$ cat src/rtl/stdp_pkg.sv
// stdp_pkg: shared defaults, trace ceiling derivation and saturating arithmetic for the STDP neuron
package stdp_pkg;
  localparam int N_IN_DEF        = 4;
  localparam int W_WIDTH_DEF     = 8;
  localparam int V_WIDTH_DEF     = 8;
  localparam int THRESHOLD_DEF   = 128;
  localparam int LEAK_SHIFT_DEF  = 3;
  localparam int REFRACT_DEF     = 2;
  localparam int TRACE_WIDTH_DEF = 4;
  localparam int W_INIT_DEF      = 32;
  function automatic int trace_max(input int tw);
    return (1 << tw) - 1;
  endfunction
  function automatic int sat_add(input int a, input int b, input int hi);
    return (a + b > hi) ? hi : ((a + b < 0) ? 0 : a + b);
  endfunction
  function automatic int sat_sub(input int a, input int b, input int hi);
    return sat_add(a, -b, hi);
  endfunction
endpackage

$ cat src/rtl/stdp_synapse.sv
// stdp_synapse: one weight plus its pre-synaptic trace, with pair-based LTP/LTD and host-write priority
module stdp_synapse import stdp_pkg::*; #(
  parameter int W_WIDTH     = W_WIDTH_DEF,
  parameter int TRACE_WIDTH = TRACE_WIDTH_DEF,
  parameter int W_INIT      = W_INIT_DEF
) (
  input  logic                   clk,
  input  logic                   rst,
  input  logic                   i_tick,
  input  logic                   i_learn_en,
  input  logic                   i_pre,
  input  logic                   i_fire,
  input  logic [TRACE_WIDTH-1:0] i_post_trace,
  input  logic                   i_wr_en,
  input  logic [W_WIDTH-1:0]     i_wr_data,
  output logic [W_WIDTH-1:0]     o_w
);
  localparam int TMAX = trace_max(TRACE_WIDTH);
  localparam int WMAX = (1 << W_WIDTH) - 1;
  logic [W_WIDTH-1:0]     r_w;
  logic [TRACE_WIDTH-1:0] r_trace;
  logic [TRACE_WIDTH-1:0] w_ltp;
  logic [TRACE_WIDTH-1:0] w_ltd;
  // a pre spike landing on the firing tick counts as fully causal
  always_comb begin
    w_ltp = i_fire ? (i_pre ? TRACE_WIDTH'(TMAX) : r_trace) : '0;
    w_ltd = (i_pre && i_post_trace != '0 && !i_fire) ? i_post_trace : '0;
  end
  always_ff @(posedge clk) begin
    if (rst) begin
      r_w     <= W_WIDTH'(W_INIT);
      r_trace <= '0;
    end else begin
      if (i_tick) r_trace <= i_pre ? TRACE_WIDTH'(TMAX) : TRACE_WIDTH'(sat_sub(int'(r_trace), 1, TMAX));
      if (i_wr_en) r_w <= i_wr_data;
      else if (i_tick && i_learn_en) r_w <= W_WIDTH'(sat_add(int'(r_w), int'(w_ltp) - int'(w_ltd), WMAX));
    end
  end
  assign o_w = r_w;
endmodule

$ cat src/rtl/stdp_lif_neuron.sv
// stdp_lif_neuron: leaky integrate-and-fire core with refractory period, post trace and N STDP synapses
module stdp_lif_neuron import stdp_pkg::*; #(
  parameter int N_IN        = N_IN_DEF,
  parameter int W_WIDTH     = W_WIDTH_DEF,
  parameter int V_WIDTH     = V_WIDTH_DEF,
  parameter int THRESHOLD   = THRESHOLD_DEF,
  parameter int LEAK_SHIFT  = LEAK_SHIFT_DEF,
  parameter int REFRACT     = REFRACT_DEF,
  parameter int TRACE_WIDTH = TRACE_WIDTH_DEF,
  parameter int W_INIT      = W_INIT_DEF,
  localparam int SEL_W      = (N_IN > 1) ? $clog2(N_IN) : 1
) (
  input  logic               clk,
  input  logic               rst,
  input  logic               tick,
  input  logic               learn_en,
  input  logic [N_IN-1:0]    pre_spike,
  output logic               spike,
  output logic [V_WIDTH-1:0] state,
  input  logic               w_wr_en,
  input  logic [SEL_W-1:0]   w_sel,
  input  logic [W_WIDTH-1:0] w_wr_data,
  output logic [W_WIDTH-1:0] w_rd_data
);
  localparam int S_W  = V_WIDTH + $clog2(N_IN) + 1;
  localparam int TMAX = trace_max(TRACE_WIDTH);
  localparam int VMAX = (1 << V_WIDTH) - 1;
  localparam int R_W  = $clog2(REFRACT + 2);
  logic [V_WIDTH-1:0]     r_v;
  logic                   r_spike;
  logic [R_W-1:0]         r_refr;
  logic [TRACE_WIDTH-1:0] r_post;
  logic [S_W-1:0]         w_sum;
  logic                   w_fire;
  logic [W_WIDTH-1:0]     w_w [N_IN];
  always_comb begin
    w_sum = S_W'(r_v) - S_W'(r_v >> LEAK_SHIFT);
    for (int i = 0; i < N_IN; i++) w_sum = w_sum + (pre_spike[i] ? S_W'(w_w[i]) : '0);
    w_fire = tick && r_refr == '0 && w_sum >= S_W'(THRESHOLD);
  end
  for (genvar g = 0; g < N_IN; g++) begin : g_syn
    stdp_synapse #(
      .W_WIDTH(W_WIDTH), .TRACE_WIDTH(TRACE_WIDTH), .W_INIT(W_INIT)
    ) u_syn (
      .clk(clk),
      .rst(rst),
      .i_tick(tick),
      .i_learn_en(learn_en),
      .i_pre(pre_spike[g]),
      .i_fire(w_fire),
      .i_post_trace(r_post),
      .i_wr_en(w_wr_en && w_sel == SEL_W'(g)),
      .i_wr_data(w_wr_data),
      .o_w(w_w[g])
    );
  end
  // refractory ticks pin v to zero and block integration
  always_ff @(posedge clk) begin
    if (rst) begin
      r_v     <= '0;
      r_spike <= 1'b0;
      r_refr  <= '0;
      r_post  <= '0;
    end else begin
      r_spike <= w_fire;
      if (tick) begin
        r_v    <= (r_refr != '0 || w_fire) ? '0 : (w_sum > S_W'(VMAX) ? V_WIDTH'(VMAX) : V_WIDTH'(w_sum));
        r_refr <= (r_refr != '0) ? r_refr - 1'b1 : (w_fire ? R_W'(REFRACT) : '0);
        r_post <= w_fire ? TRACE_WIDTH'(TMAX) : TRACE_WIDTH'(sat_sub(int'(r_post), 1, TMAX));
      end
    end
  end
  assign spike     = r_spike;
  assign state     = r_v;
  assign w_rd_data = w_w[w_sel];
endmodule

$ cat config.mk
export PLATFORM = sky130hd
export DESIGN_NAME = stdp_lif_neuron
export DESIGN_NICKNAME = d
export VERILOG_FILES = /design/src/rtl/stdp_pkg.sv /design/src/rtl/stdp_synapse.sv /design/src/rtl/stdp_lif_neuron.sv
export SDC_FILE = /design/constraint.sdc
export NUM_CORES = 1
export LEC_CHECK = 0
export ABC_CLOCK_PERIOD_IN_PS = 17000
export BUFFER_PORTS_ARGS = -buffer_cell sky130_fd_sc_hd__buf_2
export CORE_AREA = 2 2 130 132
export CTS_CLUSTER_DIAMETER = 80
export DETAILED_ROUTE_END_ITERATION = 12
export DIE_AREA = 0 0 132 134
export PLACE_DENSITY = 0.63
export SETUP_SLACK_MARGIN = 0.3
export SYNTH_ARGS = -nofsm -noshare
export SYNTH_HDL_FRONTEND = slang
export SYNTH_HIERARCHICAL = 1
export SYNTH_SLANG_ARGS = --single-unit
export TNS_END_PERCENT = 10
$ cat constraint.sdc
create_clock -name clk -period 17 [get_ports clk]
set_input_delay 0.85 -clock clk [delete_from_list [all_inputs] [get_ports clk]]
set_output_delay 0.85 -clock clk [all_outputs]
set_load 0.02 [all_outputs]
Word-level counts from Yosys, hierarchy flattened
Index checks and enable logic that the tools add are counted.
- register bits: 63
- output and inout port bits: 17
- word-level logic and storage cells: 135
- input bits: 19
- muxes and demuxes: 54
- add/subtract/negate cells: 19
- bitwise logic cells: 1
- reduce and logical (&&, ||, !) cells: 25
- equal/unequal tests: 3
- $lt $le $gt $ge: 21
- operators with widths (kind ; number):
    $mux W8 ; 24
    $gt A32 B9 Y1 const B ; 4
    $lt A32 B1 Y1 const B ; 4
    $mux W4 ; 27
    $add A9 B5 Y10 ; 4
    $add A5 B1 Y6 const B ; 5
    $gt A6 B5 Y1 const B ; 5
    $lt A6 B1 Y1 const B ; 5
    $add A11 B8 Y11 ; 2
    $sub A4 B4 Y5 ; 4
    $bmux W8 S2 ; 1
    $logic_and A1 B1 Y1 ; 15
    $add A10 B9 Y11 ; 1
    $ge A11 B8 Y1 const B ; 1
    $gt A11 B8 Y1 const B ; 1
    $add A9 B9 Y10 ; 1
    $reduce_bool A2 Y1 ; 5
    $sub A8 B5 Y9 ; 1
    $eq A2 B2 Y1 const B ; 2
    $logic_not A2 Y1 ; 2
    $mux W2 ; 2
    $reduce_bool A4 Y1 ; 1
    $ge A3 B3 Y1 const B ; 1
    $not A2 Y3 ; 1
    other kinds (4) ; 4

Logic depth before layout (Yosys ltp)
Gate-level depths: netlist of run 1.
- depth after elaboration: 17
- mapped depth: 37
- gate-level depth less buffers: 36

By module
The synthesis of run 1 kept the hierarchy.
- by module, submodules not included (module ; seq. area each (µm²) ; area an instance (µm²) ; cells an instance ; times used):
    stdp_synapse (g_syn[1].u_syn ...) ; 240.2 ; 1244.9 ; 162 ; 3
    stdp_lif_neuron ; 300.3 ; 2303.5 ; 258 ; 1
    stdp_synapse (g_syn[0].u_syn) ; 240.2 ; 1184.9 ; 147 ; 1

Least setup slack after synthesis of run 1
No wires, ideal clock.
- path kind: register to register
- start: reg r_v[0], in the netlist state[0]
- end: reg g_syn[0].u_syn.r_w[1]
- data arrival time: 8.077 ns
- setup time: 0.070 ns
- clock period less this slack: 8.148 ns
- path slack: 8.852 ns
- buffers on the path: 1
- data required time: 16.930 ns
- stages on the path, launching flop included: 37
- cell sequence: dfxtp_1 > inv_1 > ha_1 > fa_1 > inv_1 > a21oi_1 > o21bai_1 > a211oi_1 > xnor2_1 > fa_1 > fa_1 > inv_1 > fa_1 > inv_1 > ha_1 > buf_6 > a211oi_2 > a211oi_1 > or4_4 > a221oi_2 > a31o_2 > inv_1 > nor2b_1 > and2_1 > ha_1 > fa_1 > nor2b_1 > o21ai_0 > nand2b_1 > inv_1 > ha_1 > a21oi_2 > o21bai_2 > a221oi_2 > mux2i_1 > o21ai_0 > a21oi_1
- longest elaborated chain between the ends: 17
- elaborated cells between the ends (all ways): 19
- classes of those cells: add/sub (7); order compare (3); mux (6); reduce/logical (3)
- RTL lines (what ; RTL line ; RTL):
    from (decl) ; stdp_lif_neuron.sv:29 ; logic [V_WIDTH-1:0] r_v;
    from (signal assigned) ; stdp_lif_neuron.sv:67 ; r_v <= (r_refr != '0 || w_fire) ? '0 : (w_sum > S_W'(VMAX) ? V_WIDTH'(VMAX) : V_WIDTH'(w_sum));
    $sub A8 B5 Y9 (*) ; stdp_lif_neuron.sv:37 ; w_sum = S_W'(r_v) - S_W'(r_v >> LEAK_SHIFT);
    $add A9 B9 Y10 (*) ; stdp_lif_neuron.sv:38 ; for (int i = 0; i < N_IN; i++) w_sum = w_sum + (pre_spike[i] ? S_W'(w_w[i]) : '0);
    $add A10 B9 Y11 (*) ; stdp_lif_neuron.sv:38 ;
    $add A11 B8 Y11 (*) (2 in a row) ; stdp_lif_neuron.sv:38 ;
    $ge A11 B8 Y1 (*) ; stdp_lif_neuron.sv:39 ; w_fire = tick && r_refr == '0 && w_sum >= S_W'(THRESHOLD);
    $logic_and A1 B1 Y1 (*) ; stdp_lif_neuron.sv:39 ;
    via w_fire ; stdp_lif_neuron.sv:34 ; logic w_fire;
    $logic_not A1 Y1 ; stdp_synapse.sv:27 ; w_ltd = (i_pre && i_post_trace != '0 && !i_fire) ? i_post_trace : '0;
    $logic_and A1 B1 Y1 ; stdp_synapse.sv:27 ;
    $mux W4 ; stdp_synapse.sv:27 ;
    $sub A4 B4 Y5 (*) ; stdp_synapse.sv:36 ; else if (i_tick && i_learn_en) r_w <= W_WIDTH'(sat_add(int'(r_w), int'(w_ltp) - int'(w_ltd), WMAX));
    $add A9 B5 Y10 (*) ; stdp_pkg.sv:15 ; return (a + b > hi) ? hi : ((a + b < 0) ? 0 : a + b);
    $lt A32 B1 Y1 ; stdp_pkg.sv:15 ;
    $mux W8 ; stdp_pkg.sv:15 ;
    $mux W8 (*) ; stdp_pkg.sv:15 ;
    $mux W8 (*) ; stdp_synapse.sv:36 ;
    $mux W8 (*) ; stdp_synapse.sv:35 ; if (i_wr_en) r_w <= i_wr_data;
    to (signal assigned) ; stdp_synapse.sv:31 ; r_w <= W_WIDTH'(W_INIT);
    to (signal assigned) ; stdp_synapse.sv:35 ;
    to (signal assigned) ; stdp_synapse.sv:36 ;
    to (decl) ; stdp_synapse.sv:20 ; logic [W_WIDTH-1:0] r_w;
Mark *: on every way through the listed nets, which the timed path passes. The rest lies on a longest branch. The select of a mux whose other input is x is not followed.
A chain may end at the register's enable or synchronous reset.

Final worst setup path of run 1
Ends and elaborated chain as after synthesis.

==> summary.md, run 1 <==
| Metric | Value |
|---|---|
| Slew margin rel. | `31.1%` |
| Crit-path max FO | `20` |
| CP top delay family | `adder cells` |
| Nets | `1,041` |
| Endpoints failing hold | `0` |
| Arr. time, crit path | `9.35 ns` |
| Placer Congestion | `0.895` |
| Largest family of logic cells by synthesized area | `compound AO/OA/AOI/OAI gates` |
| Seq. cell area | `1260 um2` |
| Asr flop ratio synth | `0%` |
| Post-CTS sizing | `0` |
| Final setup fails | `0` |
| Slowest stage cell, crit path | `fa_1` |
| Syn_area_per_cell | `8.11 um2` |
| Final slew viol count | `0` |
| Synth Area in Compound Gates | `25.0%` |
| Area Growth Syn to Fin | `9.11%` |
| CTS tree | `done` |
| Core area | `16,300 um2` |
| Antenna Diode Count | `0` |
| CP required | `17.27 ns` |
| Latest clock arrival within the worst-skew pair | `0.34 ns` |
| Vias/cell | `5.54` |
| Pin count of the biggest net entering global routing | `76` |
| Starting Density | `44.3%` |
| EDFF count, synth | `0` |
| Initial DRC count | `498` |
| CTS root buf | `clkbuf_16` |
| Clock slew at reported path FFs | `0.05 ns` |
| CTS sink count | `63` |
| CP Buf/Inv Count | `6` |
| Critical Path Most Common Cell | `inv_1` |
| I/O Buffers | `35` |
| Leading area contributor after synthesis | `dfxtp_1` |
| CTS buffer count | `9` |
| Crit Path Category | `register to register` |
| Area of the multi-input gates | `5480 um2` |
| Most frequent cells in the layout | `inv_1, nor2_1, a21oi_1, ha_1, nand2_1` |
| YS warnings | `6` |
| Crit. End Element | `register` |
| Clock skew | `0.00433 ns` |
| H-Tree Depth | `3` |
| Max Fclk | `110 MHz` |
| Mux contribution to synthesized area | `2.79%` |
| Routed len/inst | `16.5 um` |
| Simple-gate share of the synthesized area | `20.2%` |
| Number of core rows | `47` |
| Routed WL | `18,800 um` |
| Outcome | `finished, final reports clean` |
| Main synth FF type | `dfxtp_1` |
| Detail Route Antenna Nets | `0` |
| Synth Area in XOR/XNOR | `6.05%` |
| First-pass GRT wire length | `31,100 um` |
| Die H | `134 um` |
| Fin worst setup slack | `7.92 ns` |
| FILL cells | `1,607` |
| Cts hold-fix bufs | `0` |
| Synth Register Bits | `63` |
| Post-CTS Setup Bufs | `0` |
| Min cycle time layout | `9.08 ns` |
| # DRC | `0` |
| Crit share post-route | `53.4%` |
| Commonest non-fill, non-tap cell in the layout | `inv_1` |
| Worst slack, placed | `7.94 ns` |
| CP peak stage delay | `0.54 ns` |
| CP Launch Type | `register` |
| Setup TNS | `0 ns` |
| Clock buffer depth | `2` |
| Global Route Usage Sum | `22.1%` |
| Syn Inst Count | `891` |
| Die span in x | `132 um` |
| Initial antenna violation count | `0` |
| Ranking of synthesized cells by area | `dfxtp_1, ha_1, fa_1, a21oi_1, inv_1` |
| Synth cell types | `66` |
| Synth Area in Adders | `21.9%` |
| Class of the worst hold path | `register to register` |
| Top-area cell type share of the netlist area | `17.5%` |
| Max Cap Viol | `0` |
| Unrepaired setup endpoints after global routing | `false` |
| Synthesized net count | `1,017` |
| DRT Pass-1 Iters | `5` |
| Mapped Area | `7220 um2` |
| Vias | `6,318` |
| Share of layout cells above drive strength 1 | `11.6%` |
| Vias in the first global route | `6,185` |
| Dpl hpwl | `14,900 um` |
| I/O pin count | `36` |
| Die ar. | `17,700 um2` |
| Seq/Total Area, Yosys | `17.5%` |
| Overflow after GRT | `0` |
| Slew @ Worst Pin | `1.03 ns` |
## flip-flops by register name (all words and copies together), names as in the netlist
signal and flops:
g_syn.u_syn/o_w 32, spike 1, r_refr 2, state 8
g_syn.u_syn/r_trace 16, r_post 4
## worst register-to-register path, delay by kind of cell (launching register included)
family	cells	cell delay, ns
fa+ha+maj	9	3.30
mux	1	0.52
xor+xnor	1	0.29
compound gates	13	2.69
simple gates	5	1.16
flops	1	0.33
buf+inv	6	0.71
## worst paths after layout
kind / startpoint / slack (ns) / cells after the start / endpoint
worst max-delay path: state[0] / 7.92 / 35 / g_syn[0].u_syn/o_w[1]
worst min-delay path: r_refr[1] / 0.47 / 2 / r_refr[1]
worst max register to register: state[0] / 7.92 / 35 / g_syn[0].u_syn/o_w[1]
worst min register to register: r_refr[1] / 0.47 / 2 / r_refr[1]
## Yosys cell counts, types with 4 or more instances
library cell	count
nor2b_1	13
fa_1	32
xnor2_1	40
o31ai_2	6
a221oi_2	5
o211ai_1	11
buf_6	4
nor2_1	83
and3_1	5
a211oi_1	16
a21oi_1	75
nor3_1	12
a21oi_2	4
o211a_1	6
o21a_1	15
and2_1	25
or2_2	4
nor3b_1	15
nand2b_1	24
a211oi_2	4
inv_1	95
mux4_2	8
a21o_1	15
dfxtp_1	63
ha_1	75
nand2_1	71
nand3_1	16
o21ai_0	42
or3_1	13
a22oi_1	7
xor2_1	8
clkbuf_1	18
## cell families after synthesis
family                   count (synthesis)
AND/OR/NAND/NOR                        293
AO/OA/AOI/OAI                          249
buffers and inverters                  120
adder cells (fa/ha/maj)                107
flip-flops                              63
XOR/XNOR                                49
multiplexers                            10
## per-stage QoR
stage | instance area (um2) | utilization (%) | hold WS (ns) | std cells
after global placement | 7570 | 46.5 | 0.470 | 1124
after detailed placement | 7570 | 46.5 | 0.466 | 1124
after CTS | 7880 | 48.4 | 0.474 | 1140
after floorplan | 7220 | - | 0.445 | 891
after global routing | 7880 | 48.4 | 0.502 | 1140
final | 7880 | 48.4 | 0.470 | 1140
## cell type report
| type | instances | share of cell area (%) |
|---|---|---|
| Clock buffer | 13 | 3.43 |
| Clock inverter | 3 | 0.508 |
| Inverter | 95 | 4.52 |
| Multi-Input combinational cell | 708 | 69.5 |
| Sequential cell | 63 | 16.0 |
| Tap cell | 220 | 3.49 |
| Timing Repair Buffer | 38 | 2.51 |
## metal layers
layer / GRT usage [%] / up-vias / routed length (um)
met1: 29.0 / 2964 / 8500
met2: 36.3 / 154 / 8870
li1: - / 3177 / -
met4: 6.58 / 0 / 353
met3: 5.22 / 23 / 1120
met5: 0 / - / 0
Power of run 1 is not shown: default switching activity piles up to over one toggle a cycle in this logic, so the estimate is an artifact.
==> run 2: changes to the inputs <==
ABC_CLOCK_PERIOD_IN_PS = 8390   (was 17000)
clock period = 8.39 ns   (was 17 ns; I/O delays follow)
==> summary.md, run 2 (synthesized netlist as in run 1, its figures left out) <==
| Metric | Value |
|---|---|
| FILL cells | `1,535 (was 1,607)` |
| Crit-path max FO | `8 (was 20)` |
| I/O pin count | `36 (unchanged)` |
| Unrepaired setup endpoints after global routing | `false (unchanged)` |
| Class of the worst hold path | `input port to register (was register to register)` |
| Most frequent cells in the layout | `inv_1, nor2_1, nand2_1 (was inv_1, nor2_1, a21oi_1, ha_1, nand2_1)` |
| Antenna Diode Count | `0 (unchanged)` |
| Hold slack final | `0.413 ns (was 0.470 ns)` |
| FF-to-FF End | `g_syn[3].u_syn/o_w[0] (was g_syn[0].u_syn/o_w[1])` |
| Routed WL | `19,500 um (was 18,800 um)` |
| H-Tree Depth | `3 (unchanged)` |
| Clock buffer depth | `2 (unchanged)` |
| CTS tree | `done (unchanged)` |
| Max Fclk | `130 MHz (was 110 MHz)` |
| CTS sink count | `63 (unchanged)` |
| CTS root buf | `clkbuf_16 (unchanged)` |
| Slew margin rel. | `27.9% (was 31.1%)` |
| Overflow after GRT | `0 (unchanged)` |
| Min cycle time layout | `7.71 ns (was 9.08 ns)` |
| Hold depth | `3 (was 2)` |
| Vias/cell | `5.60 (was 5.54)` |
| Clock slew at reported path FFs | `0.05 ns (about the same)` |
| Share of layout cells above drive strength 1 | `20.8% (was 11.6%)` |
| Outcome | `finished, final reports clean (unchanged)` |
| Vias | `6,530 (was 6,318)` |
| DRT Pass-1 Iters | `5 (unchanged)` |
| Commonest non-fill, non-tap cell in the layout | `inv_1 (unchanged)` |
| Crit Path Category | `register to register (unchanged)` |
| Number of core rows | `47 (unchanged)` |
| Die ar. | `17,700 um2 (unchanged)` |
| First-pass GRT wire length | `30,800 um (was 31,100 um)` |
| Starting Density | `44.3% (unchanged)` |
| Routed len/inst | `16.7 um (was 16.5 um)` |
| Global Route Usage Sum | `21.9% (was 22.1%)` |
| Crit. End Element | `register (unchanged)` |
| Final slew viol count | `0 (unchanged)` |
| Max Cap Viol | `0 (unchanged)` |
| Slowest stage cell, crit path | `fa_1 (unchanged)` |
| Reg2Reg Setup Slack | `0.68 ns (was 7.92 ns)` |
| Hold path start | `w_wr_data[0] (was r_refr[1])` |
| Dpl hpwl | `14,800 um (was 14,900 um)` |
| Latest clock arrival within the worst-skew pair | `0.35 ns (was 0.34 ns)` |
| Arr. time, crit path | `7.97 ns (was 9.35 ns)` |
| Crit share post-route | `91.9% (was 53.4%)` |
| End of the worst hold path | `g_syn[0].u_syn/o_w[0] (was r_refr[1])` |
| Initial antenna violation count | `0 (unchanged)` |
| CP Launch Type | `register (unchanged)` |
| Pin count of the biggest net entering global routing | `76 (unchanged)` |
| CP required | `8.65 ns (was 17.27 ns)` |
| Nets | `1,068 (was 1,041)` |
| Vias in the first global route | `6,183 (was 6,185)` |
| Area Growth Syn to Fin | `18.2% (was 9.11%)` |
| I/O Buffers | `35 (unchanged)` |
| Area after DPL | `7740 um2 (was 7570 um2)` |
| Slew @ Worst Pin | `1.08 ns (was 1.03 ns)` |
| # DRC | `0 (unchanged)` |
| R2R Path Start | `state[0] (unchanged)` |
| Fin area | `8540 um2 (was 7880 um2)` |
| Core area | `16,300 um2 (unchanged)` |
| CP peak stage delay | `0.52 ns (was 0.54 ns)` |
| CTS buffer count | `9 (unchanged)` |
| Final setup fails | `0 (unchanged)` |
| Largest register FFs | `32 (unchanged)` |
| Placer Congestion | `0.908 (was 0.895)` |
| Endpoints failing hold | `0 (unchanged)` |
| Die span in x | `132 um (unchanged)` |
| Initial DRC count | `461 (was 498)` |
| Detail Route Antenna Nets | `0 (unchanged)` |
| Die H | `134 um (unchanged)` |
| Clock skew | `0.00722 ns (was 0.00433 ns)` |
| Setup TNS | `0 ns (unchanged)` |
| R2r worst-path depth | `33 (was 35)` |
run 2: cell count changes in the layout (fill, tap and decap cells not counted), sizes merged:
cell and change:
buf +27
run 2: worst max-delay path by stage:
| stage | slack (ns) | depth (start not counted) | end | start |
|---|---|---|---|---|
| after floorplan | 0.31 | 36 | g_syn[0].u_syn/o_w[1] | state[0] |
| after global placement | 0.11 | 33 | g_syn[2].u_syn/o_w[0] | state[5] |
| after detailed placement | 0.01 | 33 | g_syn[1].u_syn/o_w[7] | state[5] |
| after CTS | 0.22 | 37 | g_syn[0].u_syn/o_w[3] | state[0] |
| after global routing | 0.26 | 35 | g_syn[1].u_syn/o_w[3] | state[0] |
| final | 0.68 | 33 | g_syn[3].u_syn/o_w[0] | state[0] |
run 2: through the flow:
step / utilization [%] / std cells / setup WS, ns
4_1_cts: 49.9 / 1160 / 0.224
5_1_grt: 52.4 / 1167 / 0.262
3_3_place_gp: 47.5 / 1143 / 0.113
3_5_place_dp: 47.5 / 1143 / 0.0107
6_report: 52.4 / 1167 / 0.682
2_1_floorplan: - / 891 / 0.311
run 2: final cells by class:
type	count	area, um2	area share, %
clock inverter	3	40.0	0.469
timing repair buffer	65	413	4.83
inverter	95	359	4.20
multi-input combinational	708	5920	69.3
tap	220	275	3.22
sequential	63	1260	14.8
clock buffer	13	270	3.16
run 2: timing repair:
action                     in CTS  in global routing
setup endpoints to repair      32                 32
gates resized for setup        15                 71
hold buffers                    0                  0
pin swaps                       3                 27
setup buffers                   1                  7
run 2: critical path: cells and delay by family, from the launching register on:
| kind | cells | cell delay, ns |
|---|---|---|
| and+or+nand+nor | 6 | 1.17 |
| AOI/OAI and AO/OA | 9 | 1.98 |
| DFF | 1 | 0.32 |
| xor gates and xnor gates | 1 | 0.19 |
| adders and majority gates | 8 | 2.98 |
| buffers and inverters | 9 | 0.97 |
run 2: metal layers:
| metal | global-route usage [%] | routed length [um] |
|---|---|---|
| met5 | 0 | 0 |
| met4 | 7.79 | 427 |
| met3 | 3.63 | 886 |
| met2 | 37.3 | 9590 |
| met1 | 28.2 | 8630 |
Power of run 2 is left out for the same reason.
